### src/rtl/lut_cluster_cfg.sv
// Configurable LUT cluster: N_TILES K-input LUT tiles with routing muxes and optional
// output registers, loaded from a word-serial bitstream that is checked by an XOR checksum.

module lut_tile #(
    parameter int LUT_K     = 5,
    parameter int N_IN      = 12,
    parameter int N_TILES   = 8,
    parameter int SEL_W     = 5,
    parameter int TILE_BITS = 58
) (
    input  logic [TILE_BITS-1:0] cfg,
    input  logic [N_IN-1:0]      in,
    input  logic [N_TILES-1:0]   q,
    output logic                 lut,
    output logic                 mode
);
    localparam int SRC = N_IN + N_TILES;
    localparam int TT  = 1 << LUT_K;

    logic [SRC-1:0]                src;
    logic [TT-1:0]                 tt;
    logic [LUT_K-1:0][SEL_W-1:0]   sel;
    logic [LUT_K-1:0]              idx;

    assign src  = {q, in};
    assign tt   = cfg[TT-1:0];
    assign mode = cfg[TT];

    // Select codes beyond the source list read as constant 0.
    always_comb begin
        idx = '0;
        for (int m = 0; m < LUT_K; m++) begin
            sel[m] = cfg[TT+1+m*SEL_W +: SEL_W];
            if (32'(sel[m]) < SRC) idx[m] = src[sel[m]];
        end
    end

    assign lut = tt[idx];
endmodule

module lut_cluster_cfg #(
    parameter int N_TILES = 8,
    parameter int LUT_K   = 5,
    parameter int N_IN    = 12,
    parameter int CFG_W   = 8
) (
    input  logic               clock,
    input  logic               reset,
    input  logic               cfg_start,
    input  logic               cfg_valid,
    output logic               cfg_ready,
    input  logic [CFG_W-1:0]   cfg_data,
    output logic               cfg_done,
    output logic               cfg_error,
    input  logic [N_IN-1:0]    in,
    output logic [N_TILES-1:0] out
);
    localparam int SRC       = N_IN + N_TILES;
    localparam int SEL_W     = $clog2(SRC);
    localparam int TILE_BITS = (1 << LUT_K) + 1 + LUT_K * SEL_W;
    localparam int TOTAL     = N_TILES * TILE_BITS;
    localparam int WORDS     = (TOTAL + CFG_W - 1) / CFG_W;
    localparam int CNT_W     = (WORDS > 1) ? $clog2(WORDS) : 1;

    localparam logic [2:0] IDLE  = 3'd0;
    localparam logic [2:0] LOAD  = 3'd1;
    localparam logic [2:0] CHECK = 3'd2;
    localparam logic [2:0] RUN   = 3'd3;
    localparam logic [2:0] ERROR = 3'd4;

    logic [2:0]                          state;
    logic [CNT_W-1:0]                    cnt;
    logic [CFG_W-1:0]                    csum;
    logic [N_TILES-1:0][TILE_BITS-1:0]   cfg_q;
    logic [N_TILES-1:0]                  q, lut, mode;
    logic                                accept, run;

    assign run       = (state == RUN);
    assign cfg_ready = (state == LOAD) || (state == CHECK);
    assign cfg_done  = run;
    assign cfg_error = (state == ERROR);
    assign accept    = cfg_valid && cfg_ready;

    lut_tile #(
        .LUT_K(LUT_K), .N_IN(N_IN), .N_TILES(N_TILES), .SEL_W(SEL_W), .TILE_BITS(TILE_BITS)
    ) u_tile [N_TILES-1:0] (
        .cfg (cfg_q),
        .in  (in),
        .q   (q),
        .lut (lut),
        .mode(mode)
    );

    always_ff @(posedge clock) begin
        if (reset) begin
            state <= IDLE;
            cnt   <= '0;
            csum  <= '0;
            cfg_q <= '0;
        end else if (cfg_start) begin
            // A restart wins over any word offered in the same cycle.
            state <= LOAD;
            cnt   <= '0;
            csum  <= '0;
        end else begin
            case (state)
                LOAD: if (accept) begin
                    // Padding bits past the last tile field are dropped.
                    for (int i = 0; i < WORDS; i++)
                        if (cnt == CNT_W'(i))
                            for (int k = 0; k < CFG_W; k++)
                                if (i * CFG_W + k < TOTAL)
                                    cfg_q[(i*CFG_W+k)/TILE_BITS][(i*CFG_W+k)%TILE_BITS] <= cfg_data[k];
                    csum <= csum ^ cfg_data;
                    cnt  <= cnt + 1'b1;
                    if (cnt == CNT_W'(WORDS - 1)) state <= CHECK;
                end
                CHECK: if (accept) state <= (cfg_data == csum) ? RUN : ERROR;
                default: state <= state;
            endcase
        end
    end

    // Tile registers only run in RUN; feedback always comes from here.
    always_ff @(posedge clock) begin
        if (reset || !run) q <= '0;
        else               q <= lut;
    end

    always_comb begin
        out = '0;
        if (run)
            for (int j = 0; j < N_TILES; j++)
                out[j] = mode[j] ? q[j] : lut[j];
    end
endmodule

### config.mk
export PLATFORM = sky130hd
export DESIGN_NAME = lut_cluster_cfg
export DESIGN_NICKNAME = d
export VERILOG_FILES = /design/src/rtl/lut_cluster_cfg.sv
export SDC_FILE = /design/constraint.sdc
export NUM_CORES = 1
export LEC_CHECK = 0
export ABC_AREA = 1
export ABC_CLOCK_PERIOD_IN_PS = 5400
export CORE_UTILIZATION = 54
export CTS_CLUSTER_DIAMETER = 150
export CTS_CLUSTER_SIZE = 8
export DETAILED_ROUTE_END_ITERATION = 10
export PLACE_DENSITY = 0.81
export SYNTH_ARGS = -nofsm -noshare
export SYNTH_HDL_FRONTEND = slang
export SYNTH_SLANG_ARGS = --single-unit
### constraint.sdc
create_clock -name clock -period 5.4 [get_ports clock]
set_input_delay 1.08 -clock clock [delete_from_list [all_inputs] [get_ports clock]]
set_output_delay 1.08 -clock clock [all_outputs]
set_load 0.01 [all_outputs]
# Word level (Yosys, flattened, before mapping)
# Cells that the tools add are included.
# W data, S select, Z words.
[totals] latchBits=0 memories=0 romBits=0 out_inout_bits=11 ramBits=0 elab_cells=448 ff_bits=489 in_bits=24
[classes] n_lt_le_gt_ge=88 div_mod_pow=0 n_bitwise=2 n_eq_ne=68 add_sub_neg=1 mux=151 n_shift=0 mul=0 n_reduce_logical=69
[ops] cell="$lt A5 B6 Y1 const B" count=48
[ops] cell="$bmux W1 S5" count=48
[ops] cell="$reduce_and A4 Y1" count=60
[ops] cell="$lt A5 B5 Y1 const B" count=40
[ops] cell="$eq A6 B6 Y1 const B" count=26
[ops] cell="$mux W1" count=97
[ops] cell="$eq A6 B5 Y1 const B" count=16
[ops] cell="$eq A6 B4 Y1 const B" count=8
[ops] cell="$eq A6 B3 Y1 const B" count=4
[ops] cell="$eq A6 B2 Y1 const B" count=2
[ops] cell="$mux W3" count=4
[ops] cell="$eq A8 B8 Y1" count=1
[ops] cell="$mux W8" count=1
[ops] cell="$xor A8 B8 Y8" count=1
[ops] cell="$add A6 B1 Y6 const B" count=1
[ops] cell="$eq A3 B2 Y1 const B" count=2
[ops] cell="$eq A6 B1 Y1 const B" count=1
[ops] cell="$logic_not A6 Y1" count=1
[ops] cell="$ne A3 B3 Y1 const B" count=2
[ops] cell="$pmux W3 S2" count=1
[ops] cell="$ne A2 B2 Y1 const B" count=2
[ops] cell="$eq A3 B1 Y1 const B" count=1
[ops] cell="$eq A3 B3 Y1 const B" count=1
[ops] cell="$ne A3 B2 Y1 const B" count=1
[ops] cell="other kinds (9)" count=10

# Longest topological paths before layout
# Gate-level depths: netlist (run 1).
[depth] word_depth=7 mapped_depth=18 ltp_nobuf=16

# Modules after synthesis
# Synthesis (run 1) repeated with hierarchy kept, for this count alone.
[hier_totals] hier_cells=5098 area_unflattened_um2=31219.9
[by_module_without_submodules] mod="lut_cluster_cfg" instances=1 cells_each=2466 seq_area_each_um2=9789.4 area_each_um2=19068.3
[by_module_without_submodules] mod="lut_tile" instances=8 cells_each=329 seq_area_each_um2=0.0 area_each_um2=1519.0

# Worst setup path after synthesis (run 1)
# Ideal clock, no wire load.
[synth_path] kind="input to output" start="input port in[8]" end="output port out[6]" path_stages=16 arrival_time_ns=2.635 slack_ns=1.685 path_cell_list="clkbuf_2 -> inv_1 -> nand2_1 -> nand3_1 -> nand3_1 -> nand3_1 -> nand2_2 -> nand2_1 -> buf_2 -> nand2_1 -> nand3_1 -> nand3_1 -> nand3_1 -> nand3_1 -> nand2_1 -> a21oi_1"
[synth_between] elab_chain_cells=7
[synth_rtl] item="start, declared" line="55" text="input logic [N_IN-1:0] in,"
[synth_rtl] item="$bmux W1 S5" line="34" text="if (32'(sel[m]) < SRC) idx[m] = src[sel[m]];"
[synth_rtl] item="$mux W1 (not written as such)" line="34"
[synth_rtl] item="$mux W1" line="34"
[synth_rtl] item="$bmux W1 S5 (*)" line="38" text="assign lut = tt[idx];"
[synth_rtl] item="$mux W1 (not written as such) (*)" line="38"
[synth_rtl] item="$mux W1 (*)" line="134" text="out[j] = mode[j] ? q[j] : lut[j];"
[synth_rtl] item="$mux W8 (*)" line="132" text="if (run)"
[synth_rtl] item="end, declared" line="56" text="output logic [N_TILES-1:0] out"
# Every way passes the cells marked *; elsewhere a longest branch is shown, timed or not. The select of a mux whose other input is x is not followed.

# Worst setup path after layout (run 1)
[layout_path] start="input port in[0]" end="output port out[4]"
# Same word-level chain as after synthesis.

==> tab_implementation.tex, run 1 <==
\begin{tabular}{lr}
\hline
Metric & Value \\
\hline
\multicolumn{2}{l}{\textbf{Outcome}} \\
\quad Result of the run & finished clean \\
\multicolumn{2}{l}{\textbf{STA}} \\
\quad Layout Skew & 0.0336 ns \\
\quad Fin Hold WS & around 0.49 ns \\
\quad Worst path setup slack after routing & 0.156 ns \\
\quad Tightest slew margin relative to the limit & 0.255 \\
\quad Post-route fraction of the period consumed by the critical path & 0.971 \\
\quad Final critical delay including setup and external delays & 5.24 ns \\
\quad Count of endpoints failing setup in the final report & 0 \\
\quad Final hold vios & 0 \\
\quad Maximum operating frequency & 191 MHz \\
\quad Unrepaired setup endpoints after global routing & false \\
\quad Slew Viols, Final & 0 \\
\quad Worst-margin pin slew & 1.12 ns \\
\quad Setup tns final & 0 ns \\
\multicolumn{2}{l}{\textbf{Die}} \\
\quad Die span in y & 229 um \\
\quad Die area & $\sim$0.052 mm\^{}2 \\
\quad Rows & 82 \\
\quad Initial core utilization & 0.551 \\
\quad Horizontal die dimension & 229 um \\
\quad Core footprint & approximately 0.050 mm\^{}2 \\
\quad Num ports & 35 \\
\multicolumn{2}{l}{\textbf{Job}} \\
\quad MaxCap Viol Count & 0 \\
\multicolumn{2}{l}{\textbf{Route}} \\
\quad Final antenna-violating net count & 0 \\
\quad Post-DR vias/cell & 6.21 \\
\quad Sum of routed wire length over all layers & between 90000 and 100000 um \\
\quad Count of TritonRoute iterations in the first routing pass & 7 \\
\quad Average wire length per cell after detail routing & just under 20 um \\
\quad Vias post-DR & $\sim$30000 \\
\quad Initial drt markers & 4109 \\
\quad Remaining design rule violation count & 0 \\
\multicolumn{2}{l}{\textbf{Clock tree}} \\
\quad Hold bufs inserted after CTS & 0 \\
\quad Number of buffers added by the clock tree synthesis step & 71 \\
\quad Clock-pin slew on the worst setup and hold paths & 0.05 ns \\
\quad Number of levels the H-tree was split into & 3 \\
\quad Clock tree from TritonCTS & built \\
\quad Max clock buf depth & 3 \\
\quad Root Buffer & sky130\_fd\_sc\_hd\_\_clkbuf\_16 \\
\quad Later-pin clock latency in the skew report & 0.65 ns \\
\quad \# clock sinks & just under 500 \\
\multicolumn{2}{l}{\textbf{Worst setup path}} \\
\quad Crit path cell chain & clkdlybuf4s50\_1 -> buf\_12 -> inv\_1 -> o21ai\_0 -> nand3\_1 -> nand2\_1 -> nand2\_1 -> nand2\_1 -> nand2\_1 -> nand2\_1 -> nand3\_1 -> nand3\_1 -> nand3\_1 -> nand3\_1 -> nand2\_1 -> inv\_1 -> clkdlybuf4s50\_1 \\
\quad Stages on the worst setup path & 17 \\
\quad Critical R2R Launch & state[0] \\
\quad FF-to-FF End & cfg\_q[182] \\
\quad Startpoint kind of the worst setup timing path & primary input \\
\quad Crit end category & output port \\
\quad Critical Setup Path Class & primary input to output port \\
\quad Worst path most repeated cell & sky130\_fd\_sc\_hd\_\_nand2\_1 \\
\quad Gate family responsible for the most delay along the worst path & buffers and inverters \\
\quad Capture point of the critical path & out[4] \\
\quad Number of cells traversed by the worst register-to-register path & 11 \\
\quad Worst R2R Setup Slack & about 2.2 ns \\
\quad Required time reported for the critical path endpoint & 4.32 ns \\
\quad CP Launch Point & in[0] \\
\quad Worst-path cell with the longest stage delay & sky130\_fd\_sc\_hd\_\_clkdlybuf4s50\_1 \\
\quad Delay of the slowest critical-path stage & $\sim$0.52 ns \\
\quad Critical path arrival & 4.16 ns \\
\quad Highest net fanout along the worst path & 29 \\
\quad Buffers and inverters on the worst path & 5 \\
\multicolumn{2}{l}{\textbf{Synthesis}} \\
\quad Area leader, netlist & sky130\_fd\_sc\_hd\_\_dfxtp\_1 \\
\quad YS warnings & 0 \\
\quad Synthesized instance count & about 4200 \\
\quad Post-synthesis area per instance & 6.55 um\^{}2 \\
\quad Number of synthesized register bits & 489 \\
\quad Nets in the synthesized netlist & 4274 \\
\quad Share of the synthesized area in the top cell type & 0.352 \\
\quad Sequential fraction of the synthesis area & 0.352 \\
\quad Largest cells by area after synthesis & sky130\_fd\_sc\_hd\_\_dfxtp\_1 35\%, sky130\_fd\_sc\_hd\_\_o21ai\_0 14\%, sky130\_fd\_sc\_hd\_\_a21oi\_1 12\%, sky130\_fd\_sc\_hd\_\_nand3\_1 12\%, sky130\_fd\_sc\_hd\_\_nand2\_1 8.6\% \\
\quad Synth Cell Area & approximately 0.028 mm\^{}2 \\
\quad Distinct cell type count of the synthesized netlist & 37 \\
\multicolumn{2}{l}{\textbf{Global routing}} \\
\quad Largest net degree at the start of global routing & 232 \\
\quad Total gr overflow & 0 \\
\quad Overall global routing resource usage & 0.350 \\
\quad Wire length of the first global-routing pass & 147000 um \\
\quad Via count of the first global-routing pass & 26500 \\
\quad Antenna violations before repair & 2 \\
\multicolumn{2}{l}{\textbf{Placement}} \\
\quad Port Buf Inserts & 34 \\
\quad Worst slack, placed & a little under 0.2 ns \\
\quad HPWL after detailed placement & 55000 um \\
\quad Routability cong. & 0.959 \\
\multicolumn{2}{l}{\textbf{Layout}} \\
\quad Layout Nets & 4134 \\
\quad N\_diodes & 0 \\
\quad Final core utilization & 0.593 \\
\quad Most common cell after layout, fill and taps aside & sky130\_fd\_sc\_hd\_\_o21ai\_0 \\
\quad P\&R area growth vs syn & 7.63\% \\
\quad Share of layout cells above drive strength 1 & 0.0579 \\
\quad Most used cells in the layout excluding fill and tap cells & 786 x sky130\_fd\_sc\_hd\_\_o21ai\_0, 683 x sky130\_fd\_sc\_hd\_\_a21oi\_1, 680 x sky130\_fd\_sc\_hd\_\_nand3\_1 \\
\multicolumn{2}{l}{\textbf{Min path}} \\
\quad Hold Crit Class & register to register \\
\quad Hold Path Origin & csum[4] \\
\multicolumn{2}{l}{\textbf{Power and ir drop}} \\
\quad Maximum resistive drop on vdd & 0.000233 V \\
\quad Cell Pwr Density & between 200 and 300 mW/mm\^{}2 \\
\quad Leakage power & 0.0117 uW \\
\hline
\end{tabular}
cells by family after synthesis:
logic type                 Yosys count  share of synthesized area
DFF                                489                      0.352
and+or+nand+nor                   1599                      0.266
xor gates and xnor gates             8                    0.00252
adders and majority gates            4                    0.00180
AOI/OAI and AO/OA                 1524                      0.277
buffers and inverters              622                      0.101
cell usage after synthesis, drive strengths merged:
cell type / number
a2111oi: 1
a21oi: 683
a31oi: 1
buf: 152
clkbuf: 175
clkinv: 1
dfxtp: 489
ha: 4
inv: 294
nand2: 653
nand3: 682
nand3b: 5
nand4: 15
nor2: 232
nor3: 8
nor4: 4
o211ai: 16
o21ai: 799
o22ai: 24
xnor2: 1
xor2: 7
flip-flops by register name, summed over array words and instances (netlist names):
register and flops:
cfg_q 464, csum 8, q 8, cnt 6, state 3
cell type report:
| type | instances | area [um^2] |
|---|---|---|
| Sequential cell | 489 | 9790 |
| Clock buffer | 72 | 1780 |
| Tap cell | 672 | 841 |
| Multi-Input combinational cell | 3135 | 15200 |
| Inverter | 295 | 1120 |
| Fill cell | 4724 | 20500 |
| Timing Repair Buffer | 114 | 1040 |
| Clock inverter | 8 | 146 |
repair_timing:
| item | CTS | global route |
|---|---|---|
| buffers inserted | 0 | 0 |
| gates resized for setup | 0 | 7 |
| setup endpoints to repair | 0 | 4 |
per-layer routing:
layer  track usage  share of wire  up-vias
li1              -              -    14200
met1         0.467           0.39    13300
met2         0.513           0.41     1762
met3        0.0965           0.14      407
met4         0.184          0.055        2
met5             0        0.00013        -
report_power, final:
| group | switching [uW] | internal (uW) |
|---|---|---|
| clock | 1700 | 2350 |
| sequential | 2.85 | 3620 |
| combinational | 428 | 148 |
| total | 2130 | 6120 |
tightest hold or removal path, delay by kind of cell (launching register included):
family             cells  cell delay [ns]
and+or+nand+nor        1             0.07
AOI/OAI and AO/OA      1             0.06
DFF                    1             0.31
worst min-delay path by stage:
stage | end | slack (ns) | cells past startpoint
after detailed placement | csum[4] | 0.47 | 2
final | csum[4] | 0.49 | 2
after CTS | csum[4] | 0.50 | 2
after global placement | csum[4] | 0.47 | 2
after floorplan | csum[4] | 0.45 | 2
after global routing | csum[4] | 0.53 | 2
through the flow:
step | area [um^2] | power (uW) | std cells
floorplan | 27800 | 4030 | 4246
global placement | 28000 | 4240 | 4705
detailed placement | 28000 | 4240 | 4705
CTS | 29900 | 8240 | 4785
global route | 29900 | 8450 | 4785
finish | 29900 | 8250 | 4785
Power figures use the tool's default switching activity.
==> inputs of run 2 (changes only) <==
--- a/config.mk
+++ b/config.mk
@@ -7,11 +7,11 @@
 export LEC_CHECK = 0
 export ABC_AREA = 1
 export ABC_CLOCK_PERIOD_IN_PS = 5400
-export CORE_UTILIZATION = 54
+export CORE_UTILIZATION = 25
 export CTS_CLUSTER_DIAMETER = 150
 export CTS_CLUSTER_SIZE = 8
 export DETAILED_ROUTE_END_ITERATION = 10
-export PLACE_DENSITY = 0.81
+export PLACE_DENSITY = 0.5
 export SYNTH_ARGS = -nofsm -noshare
 export SYNTH_HDL_FRONTEND = slang
 export SYNTH_SLANG_ARGS = --single-unit
==> run 2 against run 1 <==
Net effect: via count fell by 2.3%; sequential share of layout area fell by 1.3 points; flip-flop and latch count did not move; clock-buffer cell count rose by 4; critical path depth rose by 1; worst setup slack improved by 0.10 ns; largest cell class unchanged; clock power rose by 1%; fmax rose by 2.0%; design area rose by 4.2%; the run now ends with DRC left.
==> tab_implementation.tex, run 2 (same netlist as run 1, synthesis figures left out) <==
\begin{tabular}{lr}
\hline
Metric & Value \\
\hline
\multicolumn{2}{l}{\textbf{Outcome}} \\
\quad Result of the run & finished, violations left \\
\quad Violations in the final reports & DRC \\
\multicolumn{2}{l}{\textbf{Power and ir drop}} \\
\quad Cell Pwr Density & 267 mW/mm\^{}2 (-3.0\%) \\
\quad Clock network fraction of total power & 0.492 (about the same) \\
\quad Internal power consumption & 6210 uW (+1.4\%) \\
\quad Part of the total power dissipated in sequential elements & 0.435 (-0.004) \\
\quad Share of total power in combinational logic & 0.074 (+0.004) \\
\quad Total power draw & 8330 uW (+1.0\%) \\
\quad Maximum resistive drop on vdd & 0.000209 V (-10\%) \\
\quad NetSw & 2130 uW (-0.18\%) \\
\quad Switching Fraction & 0.255 (-0.00301) \\
\quad Leakage power & 0.0119 uW (+1.1\%) \\
\multicolumn{2}{l}{\textbf{Worst setup path}} \\
\quad Highest net fanout along the worst path & 29 (unchanged) \\
\quad Crit path cell chain & clkdlybuf4s50\_1 -> buf\_12 -> inv\_1 -> buf\_4 -> o21ai\_0 -> nand3\_1 -> nand2\_1 -> nand2\_1 -> nand3\_1 -> nand2\_1 -> inv\_1 -> nand3\_1 -> nand3\_1 -> nand3\_1 -> nand3\_1 -> nand2\_1 -> inv\_1 -> clkdlybuf4s50\_1 \\
\quad Gate family responsible for the most delay along the worst path & buffers and inverters \\
\quad Critical R2R Launch & state[0] \\
\quad Worst-path cell with the longest stage delay & sky130\_fd\_sc\_hd\_\_clkdlybuf4s50\_1 \\
\quad Critical Setup Path Class & primary input to output port \\
\quad FF-to-FF End & cfg\_q[145] \\
\quad CP Launch Point & in[0] \\
\quad Number of cells traversed by the worst register-to-register path & 10 (-1) \\
\quad Capture point of the critical path & out[5] \\
\quad Startpoint kind of the worst setup timing path & primary input \\
\quad Worst R2R Setup Slack & 2.22 ns (+0.03 ns) \\
\quad Worst path most repeated cell & sky130\_fd\_sc\_hd\_\_nand3\_1 \\
\quad Delay of the slowest critical-path stage & 0.54 ns (+0.02 ns) \\
\quad Critical path arrival & 4.06 ns (-0.10 ns) \\
\quad Crit end category & output port \\
\quad Required time reported for the critical path endpoint & 4.32 ns (about the same) \\
\quad Buffers and inverters on the worst path & 7 (+2) \\
\quad Stages on the worst setup path & 18 (+1) \\
\multicolumn{2}{l}{\textbf{Route}} \\
\quad Count of TritonRoute iterations in the first routing pass & 9 (+2) \\
\quad Remaining design rule violation count & 2 (+2) \\
\quad Average wire length per cell after detail routing & 19.4 um (-1.3\%) \\
\quad Sum of routed wire length over all layers & 109000 um (+16\%) \\
\quad Initial drt markers & 2895 (-30\%) \\
\quad Final antenna-violating net count & 0 (unchanged) \\
\quad Post-DR vias/cell & 5.17 (-17\%) \\
\quad Vias post-DR & 29100 (-2.3\%) \\
\multicolumn{2}{l}{\textbf{Placement}} \\
\quad HPWL after detailed placement & 65400 um (+19\%) \\
\quad Port Buf Inserts & 34 (unchanged) \\
\quad Routability cong. & 0.874 (-8.9\%) \\
\multicolumn{2}{l}{\textbf{STA}} \\
\quad Final hold vios & 0 (unchanged) \\
\quad Count of endpoints failing setup in the final report & 0 (unchanged) \\
\quad Tightest slew margin relative to the limit & 0.201 (-0.0536) \\
\quad Worst-margin pin slew & 1.19 ns (+0.0776 ns) \\
\quad Unrepaired setup endpoints after global routing & false \\
\quad Layout Skew & 0.0207 ns (-0.0129 ns) \\
\quad Final critical delay including setup and external delays & 5.14 ns (-0.102 ns) \\
\quad Maximum operating frequency & 194 MHz (+2.0\%) \\
\quad Slew Viols, Final & 0 (unchanged) \\
\quad Post-route fraction of the period consumed by the critical path & 0.952 (-0.0188) \\
\multicolumn{2}{l}{\textbf{Global routing}} \\
\quad Total gr overflow & 0 (unchanged) \\
\quad Largest net degree at the start of global routing & 222 (-4.3\%) \\
\quad Via count of the first global-routing pass & 26100 (-1.4\%) \\
\quad Wire length of the first global-routing pass & 165000 um (+12\%) \\
\quad Antenna violations before repair & 2 (unchanged) \\
\quad Overall global routing resource usage & 0.189 (-0.162) \\
\multicolumn{2}{l}{\textbf{Layout}} \\
\quad Registers with the highest flip-flop counts & cfg\_q: 464 flops, csum: 8 flops, q: 8 flops \\
\quad Flip-flop count of the largest register after layout & 464 (unchanged) \\
\quad Layout Nets & 4155 (+0.51\%) \\
\quad Final core utilization & 0.282 (-0.311) \\
\quad Most used cells in the layout excluding fill and tap cells & 787 x sky130\_fd\_sc\_hd\_\_o21ai\_0, 682 x sky130\_fd\_sc\_hd\_\_a21oi\_1, 680 x sky130\_fd\_sc\_hd\_\_nand3\_1 \\
\quad Largest register by flop count & cfg\_q \\
\quad P\&R area growth vs syn & 12.1\% \\
\quad Most common cell after layout, fill and taps aside & sky130\_fd\_sc\_hd\_\_o21ai\_0 \\
\quad Share of layout cells above drive strength 1 & 0.0627 (+0.00479) \\
\multicolumn{2}{l}{\textbf{Min path}} \\
\quad Hold Crit Class & register to register \\
\multicolumn{2}{l}{\textbf{Die}} \\
\quad Rows & 122 (+49\%) \\
\quad Core footprint & 0.111 mm\^{}2 (+120\%) \\
\quad Num ports & 35 (unchanged) \\
\quad Initial core utilization & 0.252 (-0.299) \\
\quad Horizontal die dimension & 336 um (+47\%) \\
\quad Die span in y & 336 um (+47\%) \\
\quad Die area & 0.113 mm\^{}2 (+110\%) \\
\multicolumn{2}{l}{\textbf{Job}} \\
\quad MaxCap Viol Count & 0 (unchanged) \\
\multicolumn{2}{l}{\textbf{Clock tree}} \\
\quad \# clock sinks & 489 (unchanged) \\
\quad Max clock buf depth & 3 (unchanged) \\
\quad Later-pin clock latency in the skew report & 0.62 ns (-0.03 ns) \\
\quad Root Buffer & sky130\_fd\_sc\_hd\_\_clkbuf\_16 \\
\quad Number of buffers added by the clock tree synthesis step & 71 (unchanged) \\
\quad Clock tree from TritonCTS & built \\
\quad Number of levels the H-tree was split into & 3 (unchanged) \\
\quad Clock-pin slew on the worst setup and hold paths & 0.05 ns (about the same) \\
\hline
\end{tabular}
[run 2: metrics by stage]
step	cell area [um^2]	TNS [ns]	worst slack, ns	hold WS (ns)	instances
finish	31200	0	0.258	0.484	5623
global route	31200	0	0.0246	0.537	5622
CTS	31200	0	0.0309	0.483	5620
detailed placement	29200	0	0.0308	0.474	5540
global placement	29200	-0.0386	-0.0386	0.469	5540
floorplan	27800	0	1.68	0.452	4246
[run 2: worst min path at each step]
stage / start / to / cells past startpoint
after detailed placement: csum[4] / csum[4] / 2
after global placement: csum[4] / csum[4] / 2
after floorplan: csum[4] / csum[4] / 2
final: csum[4] / csum[4] / 2
after global routing: csum[4] / csum[4] / 2
after CTS: csum[4] / csum[4] / 2
[run 2: routing by layer]
metal | wire (um) | global-route usage | vias up
met3 | 7970 | 0.0274 | 182
met5 | 13 | 0 | -
li1 | - | - | 14300
met1 | 50400 | 0.268 | 13600
met2 | 47300 | 0.289 | 1012
met4 | 3250 | 0.0604 | 2
[run 2: power by group through the flow]
stage / combinational [uW] / clock [uW] / sequential [uW]
4_1_cts: 603 / 4210 / 3620
2_1_floorplan: 339 / 0 / 3690
3_3_place_gp: 601 / 0 / 3690
6_report: 613 / 4100 / 3620
5_1_grt: 652 / 4340 / 3620
3_5_place_dp: 602 / 0 / 3690
[run 2: final cells by class]
cell class	instances	area, um^2
clock buffer	76	1880
clock inverter	4	35.0
inverter	295	1130
fill	12200	79300
tap	1488	1860
sequential	489	9790
timing repair buffer	135	1270
antenna	1	2.50
multi-input combinational	3135	15200
[run 2: timing repair]
action	CTS	global route
setup buffers	0	2
setup endpoints to repair	0	8
hold buffers	0	0
resized for setup	0	6
[run 2: worst reg2reg max path, delay by kind of cell, from the launching register on]
| kind | cells | cell delay, ns |
|---|---|---|
| and+or+nand+nor | 5 | 1.67 |
| DFF | 1 | 0.36 |
| AOI/OAI and AO/OA | 2 | 0.35 |
| buffers and inverters | 3 | 0.72 |
